File: src/rtl/mul_div_unit.sv
// rtl/mul_div_unit.sv - iterative unsigned multiply/divide unit, one radix-2 step per clock
// Shift-add multiply and restoring divide share the hi/lo working registers.
module mul_div_unit #(
   parameter int DATA_WIDTH   = 32,
   parameter int OPCTRL_WIDTH = 3
) (
   input  logic                    clk,
   input  logic                    rst,
   input  logic                    start,
   input  logic [OPCTRL_WIDTH-1:0] OpCtrl,
   input  logic [DATA_WIDTH-1:0]   op1,
   input  logic [DATA_WIDTH-1:0]   op2,
   output logic                    busy,
   output logic                    done,
   output logic [DATA_WIDTH-1:0]   RESULT,
   output logic                    DIVZ
);

   localparam int CW = (DATA_WIDTH > 1) ? $clog2(DATA_WIDTH) : 1;

   typedef enum logic [1:0] {IDLE, CALC, FINISH} state_t;

   state_t                state_q, state_d;
   logic [1:0]            op_q;
   logic [DATA_WIDTH-1:0] m_q;
   logic [DATA_WIDTH-1:0] hi_q;
   logic [DATA_WIDTH-1:0] lo_q;
   logic [CW-1:0]         cnt_q;
   logic                  last_q;
   logic                  short_q;
   logic                  z_q;

   logic                  accept;
   logic                  legal;
   logic                  divzero;
   logic [DATA_WIDTH:0]   mul_sum;
   logic [DATA_WIDTH:0]   div_shift;
   logic [DATA_WIDTH:0]   div_diff;

   assign accept  = start && (state_q == IDLE);
   assign legal   = (OpCtrl <= OPCTRL_WIDTH'(3));
   assign divzero = legal && OpCtrl[1] && (op2 == '0);

   // hi_q is the upper product half for MUL/MULH and the partial remainder for DIV/REM
   assign mul_sum   = {1'b0, hi_q} + {1'b0, (lo_q[0] ? m_q : '0)};
   assign div_shift = {hi_q, lo_q[DATA_WIDTH-1]};
   assign div_diff  = div_shift - {1'b0, m_q};

   always_ff @(posedge clk) begin
      if (!rst) begin
         state_q <= IDLE;
      end else begin
         state_q <= state_d;
      end
   end

   always_comb begin
      state_d = state_q;
      busy    = 1'b0;
      done    = 1'b0;
      case (state_q)
         IDLE: begin
            if (accept) begin
               state_d = CALC;
            end
         end
         CALC: begin
            busy = 1'b1;
            if (last_q) begin
               state_d = FINISH;
            end
         end
         FINISH: begin
            busy    = 1'b1;
            done    = 1'b1;
            state_d = IDLE;
         end
         default: state_d = IDLE;
      endcase
   end

   always_ff @(posedge clk) begin
      if (!rst) begin
         op_q    <= '0;
         m_q     <= '0;
         hi_q    <= '0;
         lo_q    <= '0;
         cnt_q   <= '0;
         last_q  <= 1'b0;
         short_q <= 1'b0;
         z_q     <= 1'b0;
         RESULT  <= '0;
         DIVZ    <= 1'b0;
      end else begin
         case (state_q)
            IDLE: begin
               if (accept) begin
                  op_q    <= OpCtrl[1:0];
                  cnt_q   <= CW'(DATA_WIDTH - 1);
                  hi_q    <= '0;
                  // illegal and divide-by-zero skip the iterations; their answer waits in lo_q
                  short_q <= !legal || divzero;
                  last_q  <= !legal || divzero;
                  z_q     <= divzero;
                  if (!legal) begin
                     m_q  <= '0;
                     lo_q <= '0;
                  end else if (divzero) begin
                     lo_q <= OpCtrl[0] ? op1 : '1;
                  end else if (OpCtrl[1]) begin
                     m_q  <= op2;
                     lo_q <= op1;
                  end else begin
                     m_q  <= op1;
                     lo_q <= op2;
                  end
               end
            end
            CALC: begin
               if (last_q) begin
                  DIVZ   <= z_q;
                  RESULT <= (!short_q && op_q[0]) ? hi_q : lo_q;
               end else begin
                  if (!op_q[1]) begin
                     hi_q <= mul_sum[DATA_WIDTH:1];
                     lo_q <= {mul_sum[0], lo_q[DATA_WIDTH-1:1]};
                  end else if (!div_diff[DATA_WIDTH]) begin
                     hi_q <= div_diff[DATA_WIDTH-1:0];
                     lo_q <= {lo_q[DATA_WIDTH-2:0], 1'b1};
                  end else begin
                     hi_q <= div_shift[DATA_WIDTH-1:0];
                     lo_q <= {lo_q[DATA_WIDTH-2:0], 1'b0};
                  end
                  if (cnt_q == '0) begin
                     last_q <= 1'b1;
                  end else begin
                     cnt_q <= cnt_q - CW'(1);
                  end
               end
            end
            default: ;
         endcase
      end
   end

endmodule

File: config.mk
export PLATFORM = sky130hd
export DESIGN_NAME = mul_div_unit
export DESIGN_NICKNAME = d
export VERILOG_FILES = /design/src/rtl/mul_div_unit.sv
export SDC_FILE = /design/constraint.sdc
export NUM_CORES = 1
export LEC_CHECK = 0
export CAP_MARGIN = 20
export CORE_ASPECT_RATIO = 0.8
export CORE_MARGIN = 2
export CORE_UTILIZATION = 40
export DETAILED_ROUTE_END_ITERATION = 8
export GPL_TIMING_DRIVEN = 0
export SLEW_MARGIN = 20
export SYNTH_ARGS = -nofsm -noshare
export SYNTH_HDL_FRONTEND = slang
export SYNTH_SLANG_ARGS = --single-unit
export TNS_END_PERCENT = 1
File: constraint.sdc
create_clock -name clk -period 3.58 [get_ports clk]
set_clock_uncertainty 0.2 [all_clocks]
set_input_delay 0.716 -clock clk [delete_from_list [all_inputs] [get_ports clk]]
set_output_delay 0.716 -clock clk [all_outputs]
set_load 0.02 [all_outputs]
## Yosys cells after proc, flatten, opt, wreduce, memory -nomap -nowiden

Index checks and enable logic that the tools add are counted.
W data, S select, Z words.

| storage, ports and cells | value |
|---|---|
| word-level logic and storage cells | 73 |
| flip-flop bits (word level) | 141 |
| output and inout port bits | 35 |

| cells by class | value |
|---|---|
| add/sub/neg operators | 3 |
| reductions and logical operators | 19 |
| eq/ne operators | 7 |
| mux-type cells | 32 |
| magnitude comparators | 1 |

Operators by type and width:

| cell | count |
|---|---|
| $mux W32 | 16 |
| $pmux W32 S2 | 2 |
| $add A32 B32 Y33 | 1 |
| $sub A33 B32 Y33 | 1 |
| $logic_not A32 Y1 | 1 |
| $mux W5 | 3 |
| $ne A2 B2 Y1 const B | 5 |
| $pmux W5 S2 | 1 |
| $reduce_and A2 Y1 | 4 |
| $mux W1 | 6 |
| $reduce_and A3 Y1 | 2 |
| $logic_not A5 Y1 | 1 |
| $sub A5 B1 Y5 const B | 1 |
| $logic_and A1 B1 Y1 | 4 |
| $mux W2 | 2 |
| $pmux W2 S2 | 1 |
| $reduce_and A4 Y1 | 1 |
| $le A3 B2 Y1 const B | 1 |
| $eq A2 B1 Y1 const B | 1 |
| $eq A2 B2 Y1 const B | 1 |
| $logic_not A1 Y1 | 2 |
| $logic_not A2 Y1 | 1 |
| $pmux W1 S2 | 1 |
| $reduce_bool A2 Y1 | 1 |
| other kinds (2) | 2 |

## Longest topological paths before layout

Gate-level depths: netlist (run 1).

| depth | value |
|---|---|
| depth after elaboration | 7 |
| depth in mapped cells | 13 |
| gate-level depth less buffers | 13 |

## Least setup slack after synthesis (run 1)

OpenSTA, ideal clock, no wires.

| timing | value |
|---|---|
| path type | register to register |
| from | reg lo_q[31] |
| to | reg hi_q[11] |
| path slack | 433 ps |
| buffers on the path | 0 |
| setup time | 126 ps |
| clock period less this slack | 3147 ps |
| arrival time | 2821 ps |
| stages on the path, launching flop included | 13 |
| cell sequence | dfxtp_1 > inv_1 > ha_1 > fa_1 > and2b_1 > o2111ai_2 > a21o_1 > a211oi_2 > mux2i_2 > nor2_4 > mux2_2 > a221oi_1 > nor3b_1 |

| on the way | value |
|---|---|
| word-level cells in the longest chain between the ends | 5 |

Ends and longest elaborated chain:

| item | RTL line | RTL |
|---|---|---|
| start, declared | 27 | `logic [DATA_WIDTH-1:0] lo_q;` |
| start signal, assigned | 109 | `lo_q <= OpCtrl[0] ? op1 : '1;` |
| start signal, assigned | 112 | `lo_q <= op1;` |
| start signal, assigned | 115 | `lo_q <= op2;` |
| $sub A33 B32 Y33 | 47 | `assign div_diff = div_shift - {1'b0, m_q};` |
| $mux W32 | 127 | `end else if (!div_diff[DATA_WIDTH]) begin` |
| $mux W32 | 124 | `if (!op_q[1]) begin` |
| $mux W32 | 120 | `if (last_q) begin` |
| $pmux W32 S2 | 95 | `case (state_q)` |
| end signal, assigned | 125 | `hi_q <= mul_sum[DATA_WIDTH:1];` |
| end signal, assigned | 128 | `hi_q <= div_diff[DATA_WIDTH-1:0];` |
| end signal, assigned | 131 | `hi_q <= div_shift[DATA_WIDTH-1:0];` |
| end, declared | 26 | `logic [DATA_WIDTH-1:0] hi_q;` |

No other way between the ends. The select of a mux whose other input is x is not followed.
A chain may end at the register's enable or synchronous reset.

## Worst setup path in the final report (run 1)

| timing | value |
|---|---|
| from | in op2[29] |
| to | reg lo_q[26] |

| on the way | value |
|---|---|
| word-level cells in the longest chain between the ends | 6 |

Ends and longest elaborated chain:

| item | RTL line | RTL |
|---|---|---|
| start, declared | 12 | `input logic [DATA_WIDTH-1:0] op2,` |
| $logic_not A32 Y1 | 42 | `assign divzero = legal && OpCtrl[1] && (op2 == '0);` |
| $logic_and A1 B1 Y1 | 42 |  |
| $mux W32 | 108 | `end else if (divzero) begin` |
| $mux W32 | 105 | `if (!legal) begin` |
| $mux W32 | 97 | `if (accept) begin` |
| $pmux W32 S2 | 95 |  |

No other way between the ends. The select of a mux whose other input is x is not followed.

==> flow_summary.yaml, run 1 <==
critical_path:
  required_ns: 3.75
  startpoint_type: "input port"
  worstPathCellList: "clkdlybuf4s50_1, nor4_4, nand4_1, nor4_4, and4_2, mux2i_4, buf_2, nor2_1, nor3_1, o211ai_1, a21boi_0"
  rrSetupSlack_ns: 0.04
  cp_max_fo: 10
  crit_arrival_ns: 3.75
  crit_path_max_incr_delay_ns: 0.50
  crit_slowest_cell: "clkdlybuf4s50_1"
  crit_type: "in -> reg"
  r2r-start: "lo_q[31]$_SDFFE_PN0P_"
  cp-end-kind: "flop"
  crit_start: "op2[29]"
  path_delay_family: "simple AND/OR/NAND/NOR gates"
  crit_top_cell: "nor4_4"
  cp_num_buf_inv: 2
power_and_ir_drop:
  leakagePower_nw: 5.77
  vdd_drop_max_mv: 0.303
  pwr_density_cell_mw_per_mm2: 406
drt:
  wl_per_cell_um: 20.2
  vias: 11106
  drtPass1Iterations: 5
  vias_per_cell: 5.70
  final_antenna_net_count: 0
  drt_iter0_drc: 996
  wl_mm: 39.5
  drc: 0
yosys:
  async_flop_share_pct: 0
  yosys_warnings: 0
  syn_avg_cell_area_um2: 7.66
  synth_edf_count: 0
  ys.flop_type: "dfxtp_1"
  synth_nets: 1588
  seq_area_frac_synth_pct: 25.5
  synthCells: 1447
  yosys_register_bits: 141
  synth_cell_types: 72
  syn-cell-area_mm2: 0.0111
global_route:
  antenna_found_initial: 0
  first_global_vias: 10420
  grt_max_degree: 17
  grt_pass1_wl_mm: 60.9
  grt_overflow: 0
  grt_usage_pct: 27.0
clock_network:
  root_buffer: "clkbuf_16"
  htree_levels: 4
  clk_pin_slew_ns: 0.07
  cts_tree: "done"
  insertion_delay_ns: 0.44
  cts_buffers: 17
  numClockSinks: 141
  clockBufferDepth: 2
timing:
  rsz0062_at_grt: "true"
  setup_viol: 1
  period_share_pct: 100
  tns_ns: -0.00221
  finalCriticalPeriod_ns: 3.58
  drv_slew: 0
  slew_headroom_pct: 35.0
  worst_pin_slew_ns: 0.971
  fmax_mhz: 279
  hold_viol: 0
  finalHoldWorstSlack_ns: 0.273
  worst_slack_ns: -0.00221
outcome:
  violations: "negative setup slack"
  status: "finished with violations"
cells_and_area:
  antennaDiodeCount: 0
  stdcell_count: 1950
  seq_area_mm2: 0.00283
  final_area_mm2: 0.0134
  final_layout_size_suffix_gt1_share_pct: 5.67
  fillCellCount: 2686
  nets: 1714
  multi_input_area_mm2: 0.00778
  area_delta_synth_final_pct: 20.5
floorplan:
  pin_count: 105
  die_x_um: 190
  initial_core_util_pct: 40.7
  die_h_um: 153
  fp.dieArea_mm2: 0.0291
  core_area_mm2: 0.0272
  rows: 54
placement:
  pre_cts_ws_ns: -1.14
  dp_cells: 1914
  placed_area_mm2: 0.0126
  place_congestion: 0.933
  io_buffers: 103
  dp_hpwl_mm: 31.2
flow_run:
  cap_violations: 0
min_path:
  hold_class: "reg -> reg"
  hp-start: "op_q[0]$_SDFFE_PN0P_"
==> timing repair <==
action | 4_1_cts | 5_1_grt
gates resized for setup | 17 | 23
hold buffers | 0 | 0
setup endpoints to repair | 95 | 61
buffers inserted | 3 | 1
pin swaps | 3 | 4
==> where the power goes <==
part	switching [mW]	internal, mW
clock	0.819	1.06
combinational	1.05	0.701
sequential	0.115	1.68
==> cell usage in the layout (no fill, tap or decap), types with 5 or more instances in the layout <==
master / n
o211a_1: 37
o21ai_1: 12
inv_1: 58
ha_1: 69
a211oi_1: 10
and4_1: 6
o221ai_1: 5
xor2_1: 18
nand2_1: 205
a21boi_0: 22
dfxtp_1: 137
a21o_1: 30
and3_1: 5
buf_2: 7
nand4_1: 10
clkbuf_1: 70
nor2_1: 114
clkdlybuf4s50_1: 103
a21boi_1: 13
nor3_1: 37
mux2i_1: 111
buf_1: 8
a31oi_1: 16
nand3_1: 25
o21a_1: 11
nor2b_1: 9
buf_4: 5
xnor2_1: 32
clkbuf_16: 17
or3_1: 7
a22oi_1: 13
o21ai_0: 97
clkbuf_2: 5
a21oi_1: 73
o211ai_1: 42
nand2b_1: 5
and2_1: 39
nor4_1: 7
==> state kept, by name, indices dropped and copies added, names as in the netlist <==
signal   flops
DIVZ         1
op_q         2
short_q      1
RESULT      32
last_q       1
z_q          1
state_q      2
hi_q        32
m_q         32
lo_q        32
cnt_q        5
==> metrics by stage <==
step                power, mW  utilization, %
detailed placement       3.48            46.2
global route             5.67            49.0
finish                   5.42            49.0
global placement         3.48            46.2
CTS                      5.39            48.8
floorplan                2.92               -
==> path summary, 6_finish.rpt <==
| check | endpoint | depth (start not counted) |
|---|---|---|
| worst min register to register | op_q[0]$_SDFFE_PN0P_ | 2 |
| worst min-delay path | op_q[0]$_SDFFE_PN0P_ | 2 |
| worst max register to register | hi_q[0]$_SDFFE_PN0P_ | 14 |
| worst max-delay path | lo_q[26]$_SDFFE_PN0P_ | 11 |
==> layer usage <==
layer	GRT usage, %	up-vias	routed length (um)	part of all wire (%)
met3	4.55	43	2530	6.4
met2	39.5	424	16300	41
li1	-	5474	-	-
met4	5.61	0	676	1.7
met5	0	-	0	0
met1	41.1	5165	19900	51
==> worst register-to-register path: stages, from the launching register on <==
cell and delay (ns):
dfxtp_2 0.35, inv_1 0.11, ha_1 0.23, fa_2 0.39, and2b_1 0.25, o2111ai_2 0.15
a21o_1 0.25, a211oi_4 0.25, buf_6 0.15, mux2i_4 0.29, nor2_4 0.09, buf_8 0.17
nor2_1 0.16, a21oi_1 0.08, a221o_1 0.32
==> synthesized netlist by cell type, types with 5 or more instances <==
cell type / n / area share [%]
a211oi_1: 11 / 0.74
a21boi_0: 22 / 1.5
a21boi_1: 13 / 0.88
a21o_1: 30 / 2.0
a21oi_1: 75 / 3.4
a22oi_1: 13 / 0.88
a31oi_1: 17 / 0.96
and2_1: 39 / 2.2
and3_1: 5 / 0.28
and4_1: 7 / 0.55
buf_1: 8 / 0.27
buf_2: 5 / 0.23
clkbuf_1: 75 / 2.5
dfxtp_1: 141 / 25
ha_1: 69 / 7.8
inv_1: 58 / 2.0
mux2i_1: 112 / 10
nand2_1: 205 / 6.9
nand2b_1: 5 / 0.28
nand3_1: 25 / 1.1
nand4_1: 10 / 0.56
nor2_1: 114 / 3.9
nor2b_1: 9 / 0.51
nor3_1: 40 / 1.8
nor4_1: 9 / 0.51
o211a_1: 37 / 3.3
o211ai_1: 42 / 2.8
o21a_1: 11 / 0.74
o21ai_0: 97 / 4.4
o21ai_1: 13 / 0.59
o221ai_1: 5 / 0.40
or3_1: 7 / 0.40
xnor2_1: 32 / 2.5
xor2_1: 18 / 1.4
==> cell families (layout without fill, tap and decap cells) <==
group | Yosys count | count (layout) | share of synthesized area [%]
and+or+nand+nor | 487 | 487 | 19.9
AOI/OAI and AO/OA | 430 | 430 | 26.5
buffers and inverters | 152 | 291 | 5.51
DFF | 141 | 141 | 25.5
muxes | 116 | 116 | 10.5
adders and majority gates | 71 | 71 | 8.15
xor gates and xnor gates | 50 | 50 | 3.95
==> layout make-up <==
class                      count  share of cell area (%)
clock buffer                  18                    3.21
inverter                      58                    1.63
multi-input combinational   1154                    58.3
buffer                        94                    3.04
tap                          364                    3.41
clock inverter                14                    1.30
sequential                   141                    21.2
timing repair buffer         107                    7.97
No activity file was read; power rests on OpenSTA's default activity.
==> inputs of run 2 (changes only) <==
- CORE_MARGIN: 2 -> 1.5
==> run 2 against run 1 <==
  * The flow now finishes without violations
  * Die area down 1.2%
  * Design area about the same
  * Utilization about the same
==> flow_summary.yaml, run 2 (same netlist as run 1, synthesis figures left out) <==
drt:
  wl_mm: 39.7
  drc: 0
  wl_met2_mm: 16.3
  dr.max_layer_used: "met4"
  drtPass1Iterations: 8
  vias_per_cell: 5.75
  drt_iter0_drc: 1039
  wl_met1_mm: 19.4
  dr_wl_met3_mm: 3.21
  final_antenna_net_count: 0
  vias: 11208
  wl_per_cell_um: 20.3
cells_and_area:
  final_area_mm2: 0.0134
  final_cell_mix: "nand2_1 (205), dfxtp_1 (136), nor2_1 (113)"
  area_delta_synth_final_pct: 20.5
  final_layout_size_suffix_gt1_share_pct: 5.93
  antennaDiodeCount: 0
  nets: 1713
  final_common_cell: "nand2_1"
critical_path:
  cp-end-kind: "flop"
  reg2reg_to: "hi_q[28]$_SDFFE_PN0P_"
  reg2reg_depth: 12
  cp_max_fo: 10
  startpoint_type: "flop"
  r2r-start: "hi_q[24]$_SDFFE_PN0P_"
  crit_type: "reg -> reg"
  required_ns: 3.69
  crit_arrival_ns: 3.63
  rrSetupSlack_ns: 0.06
flow_run:
  cap_violations: 0
floorplan:
  initial_core_util_pct: 40.7
  rows: 54
  fp.dieArea_mm2: 0.0287
  core_area_mm2: 0.0272
  die_x_um: 189
  die_h_um: 152
  pin_count: 105
global_route:
  first_global_vias: 10504
  grt_pass1_wl_mm: 60.9
  grt_usage_pct: 27.2
  grt_max_degree: 17
  grt_overflow: 0
  antenna_found_initial: 0
power_and_ir_drop:
  leakagePower_nw: 5.75
  vdd_drop_max_mv: 0.294
  pwr_density_cell_mw_per_mm2: 403
timing:
  worst_pin_slew_ns: 0.969
  slew_headroom_pct: 35.2
  hold_viol: 0
  fmax_mhz: 284
  finalCriticalPeriod_ns: 3.52
  period_share_pct: 98.3
  setup_viol: 0
  tns_ns: 0
  rsz0062_at_grt: "true"
  drv_slew: 0
placement:
  placed_area_mm2: 0.0126
  place_congestion: 0.936
  io_buffers: 103
  dp_hpwl_mm: 31.4
clock_network:
  cts_tree: "done"
  cts_buffers: 17
  htree_levels: 4
  clockBufferDepth: 2
  numClockSinks: 141
  insertion_delay_ns: 0.42
  clk_pin_slew_ns: 0.07
  root_buffer: "clkbuf_16"
min_path:
  hold_path_end: "op_q[0]$_SDFFE_PN0P_"
  hp-start: "op_q[0]$_SDFFE_PN0P_"
  whs_path_depth: 2
  hold_class: "reg -> reg"
outcome:
  status: "completed"
run 2: changes by cell type in the layout (fill, tap and decap cells not counted), moves of 2 or more:
cell / previous run / this run
inv_8: 4 / 0
clkinvlp_4: 1 / 4
buf_2: 7 / 5
buf_4: 5 / 7
clkbuf_2: 5 / 3
clkinv_4: 3 / 1
inv_6: 4 / 6
run 2: layout make-up:
cell class	instances	area (um^2)
Clock buffer	18	439
Buffer	94	413
Sequential cell	141	2830
Multi-Input combinational cell	1154	7790
Inverter	58	218
Clock inverter	14	156
Timing Repair Buffer	106	1050
Fill cell	2682	13900
Tap cell	364	455
run 2: how the worst max path moves through the flow:
stage	to	slack, ns	start	cells past startpoint
global placement	lo_q[6]$_SDFFE_PN0P_	-1.12	op2[22]	11
detailed placement	lo_q[8]$_SDFFE_PN0P_	-1.17	op2[22]	11
floorplan	hi_q[11]$_SDFFE_PN0P_	0.43	lo_q[31]$_SDFFE_PN0P_	12
global route	hi_q[30]$_SDFFE_PN0P_	-0.07	lo_q[0]$_SDFFE_PN0P_	12
finish	hi_q[28]$_SDFFE_PN0P_	0.06	hi_q[24]$_SDFFE_PN0P_	12
CTS	lo_q[8]$_SDFFE_PN0P_	-0.004	op2[5]	10
run 2: critical path, cell delays in order (launching register included):
cell	delay, ns
dfxtp_1	0.55
ha_1	0.31
clkbuf_2	0.17
a211oi_2	0.21
o221ai_1	0.13
a21oi_1	0.26
nor2_1	0.11
a311o_1	0.48
nor2_4	0.23
buf_8	0.21
mux2i_1	0.20
nor2_1	0.07
a221o_1	0.26
run 2: timing repair:
item	in CTS	in global routing
pin swaps	3	3
buffers inserted	2	1
hold buffers	0	0
resized for setup	17	30
setup endpoints to repair	95	45
run 2: stage by stage:
| step | power [mW] | hold WS (ns) | instances | utilization [%] | setup WS (ns) |
|---|---|---|---|---|---|
| 5_1_grt | 5.63 | 0.308 | 1949 | 49.1 | -0.0724 |
| 3_5_place_dp | 3.49 | 0.261 | 1914 | 46.2 | -1.17 |
| 3_3_place_gp | 3.48 | 0.252 | 1914 | 46.2 | -1.12 |
| 2_1_floorplan | 2.92 | 0.239 | 1447 | - | 0.433 |
| 4_1_cts | 5.34 | 0.270 | 1948 | 48.7 | -0.00415 |
| 6_report | 5.38 | 0.274 | 1949 | 49.1 | 0.0595 |
run 2: per-layer routing:
layer	global-route usage (%)	up-vias
met5	0	-
met4	6.84	0
met2	39.3	415
li1	-	5470
met1	40.8	5276
met3	5.27	47
run 2: power by group:
group / internal [mW] / switching (mW)
registers: 1.68 / 0.115
clock network: 1.06 / 0.777
logic: 0.697 / 1.05
total: 3.44 / 1.94
==> inputs of run 3 (changes only) <==
- CAP_MARGIN: 20 -> 40
- CORE_ASPECT_RATIO: 0.8 -> not set
- SETUP_SLACK_MARGIN: not set -> 0.2
==> run 3 against run 2 <==
  * Utilization up 0.99 points
  * Largest cell class unchanged
  * Count of clock-buffer cells in the layout unchanged
  * Highest routed layer unchanged
  * Fmax rose by 1.2%
  * Sequential power about the same
  * Die area about the same
  * Register-to-register slack better by 0.04 ns
  * Sequential share of layout area fell by 0.33 points
  * Worst hold slack gained 0.0098 ns
  * Critical path depth unchanged
  * Sequential cell count did not move
==> flow_summary.yaml, run 3 (same netlist as run 1, synthesis figures left out) <==
drt:
  wl_mm: 38.4
  vias_per_cell: 5.64
  drtPass1Iterations: 5
  vias: 11061
  drt_iter0_drc: 795
  dr_wl_met3_mm: 2.15
  final_antenna_net_count: 0
  wl_per_cell_um: 19.6
  wl_met1_mm: 18.3
  wl_met2_mm: 17.2
  drc: 0
  dr.max_layer_used: "met4"
timing:
  worst_slack_ns: 0.101
  finalHoldWorstSlack_ns: 0.284
  hold_viol: 0
  setup_viol: 0
  slew_headroom_pct: 43.1
  fmax_mhz: 287
  drv_slew: 0
  rsz0062_at_grt: "true"
  finalCriticalPeriod_ns: 3.48
  worst_pin_slew_ns: 0.853
  period_share_pct: 97.2
cells_and_area:
  final_layout_size_suffix_gt1_share_pct: 7.36
  nets: 1717
  antennaDiodeCount: 0
  stdcell_count: 1961
  fin_util_pct: 50.0
  final_common_cell: "nand2_1"
  final_cell_mix: "nand2_1 (205), dfxtp_1 (135), nor2_1 (114)"
  area_delta_synth_final_pct: 22.3
floorplan:
  rows: 60
  die_h_um: 169
  die_x_um: 169
  initial_core_util_pct: 40.9
  fp.dieArea_mm2: 0.0287
  pin_count: 105
  core_area_mm2: 0.0271
critical_path:
  crit_slowest_cell: "mux2i_4"
  cp_max_fo: 10
  crit_arrival_ns: 3.59
  crit_type: "reg -> reg"
  reg2reg_depth: 12
  crit_start: "hi_q[0]$_SDFFE_PN0P_"
  required_ns: 3.69
  r2r-start: "hi_q[0]$_SDFFE_PN0P_"
  crit_end: "hi_q[0]$_SDFFE_PN0P_"
  crit_path_max_incr_delay_ns: 0.42
  startpoint_type: "flop"
  worstPathCellList: "inv_1, fa_2, and2b_2, o2111ai_4, a21o_1, a211oi_4, mux2i_4, nor2_4, buf_12, nor2_1, a21oi_1, a221o_1"
  cp-end-kind: "flop"
  reg2reg_to: "hi_q[0]$_SDFFE_PN0P_"
  rrSetupSlack_ns: 0.10
clock_network:
  postCtsHoldBufs: 0
  cts_buffers: 17
  root_buffer: "clkbuf_16"
  clockBufferDepth: 2
  clk_pin_slew_ns: 0.06
  insertion_delay_ns: 0.43
  cts_tree: "done"
  htree_levels: 4
  numClockSinks: 141
placement:
  pre_cts_ws_ns: -1.12
  place_congestion: 0.961
  dp_cells: 1922
  dp_hpwl_mm: 30.7
  io_buffers: 103
power_and_ir_drop:
  pwr_density_cell_mw_per_mm2: 403
  leakagePower_nw: 5.84
  vdd_drop_max_mv: 0.341
  power.total_mw: 5.46
outcome:
  status: "completed"
global_route:
  grt_usage_pct: 27.0
  first_global_vias: 10703
  antenna_found_initial: 0
  grt_overflow: 0
  grt_max_degree: 17
  grt_pass1_wl_mm: 60.1
flow_run:
  cap_violations: 0
min_path:
  hold_class: "reg -> reg"
==> run 3: changes by cell type in the layout (fill, tap and decap cells not counted), sizes merged <==
cell / before / now
dlymetal6s2s: 0 / 3
inv: 64 / 62
clkinvlp: 4 / 3
bufinv: 2 / 3
clkinv: 2 / 4
buf: 23 / 27
clkdlybuf4s50: 103 / 100
==> run 3: where the power goes <==
part	leakage, nW	internal [mW]	switching, mW	total, mW
clock network	0.294	1.13	0.762	1.89
registers	1.15	1.68	0.113	1.80
logic	4.40	0.724	1.05	1.78
==> run 3: what timing repair did <==
action / 4_1_cts / 5_1_grt
setup endpoints to repair: 95 / 62
gates resized for setup: 32 / 48
buffers inserted: 4 / 2
pin swaps: 6 / 8
==> run 3: per-stage QoR <==
step	area (um^2)	TNS (ns)
after floorplan	11100	0
after global placement	12600	-55.79
after detailed placement	12600	-57.32
after CTS	13400	0
after global routing	13600	-0.0297
final	13600	0
==> run 3: worst min path at each step <==
stage | endpoint | from | depth (start not counted) | slack, ns
final | m_q[23]$_SDFFE_PN0P_ | m_q[23]$_SDFFE_PN0P_ | 2 | 0.28
after global routing | m_q[23]$_SDFFE_PN0P_ | m_q[23]$_SDFFE_PN0P_ | 2 | 0.30
after CTS | m_q[23]$_SDFFE_PN0P_ | m_q[23]$_SDFFE_PN0P_ | 2 | 0.29
after detailed placement | m_q[24]$_SDFFE_PN0P_ | m_q[24]$_SDFFE_PN0P_ | 2 | 0.27
after global placement | op_q[0]$_SDFFE_PN0P_ | op_q[0]$_SDFFE_PN0P_ | 2 | 0.25
after floorplan | m_q[10]$_SDFFE_PN0P_ | m_q[10]$_SDFFE_PN0P_ | 2 | 0.24
==> run 3: layout make-up <==
class | instances | area, um^2
Fill cell | 2673 | 13500
Multi-Input combinational cell | 1154 | 7900
Sequential cell | 141 | 2830
Timing Repair Buffer | 110 | 1090
Tap cell | 372 | 465
Clock buffer | 18 | 439
Buffer | 94 | 430
Inverter | 58 | 220
Clock inverter | 14 | 183
==> run 3: metal layers <==
layer	up-vias	global-route usage (%)
met3	44	3.29
met5	-	0
met4	0	7.73
li1	5473	-
met2	334	43.4
met1	5210	37.8
==> run 3: critical path, delay by kind of cell (launching register included) <==
kind	cells	cell delay (ns)
adder cells (fa/ha/maj)	1	0.39
flip-flops	1	0.40
AND/OR/NAND/NOR	3	0.48
AO/OA/AOI/OAI	5	1.14
multiplexers	1	0.42
buffers and inverters	2	0.32
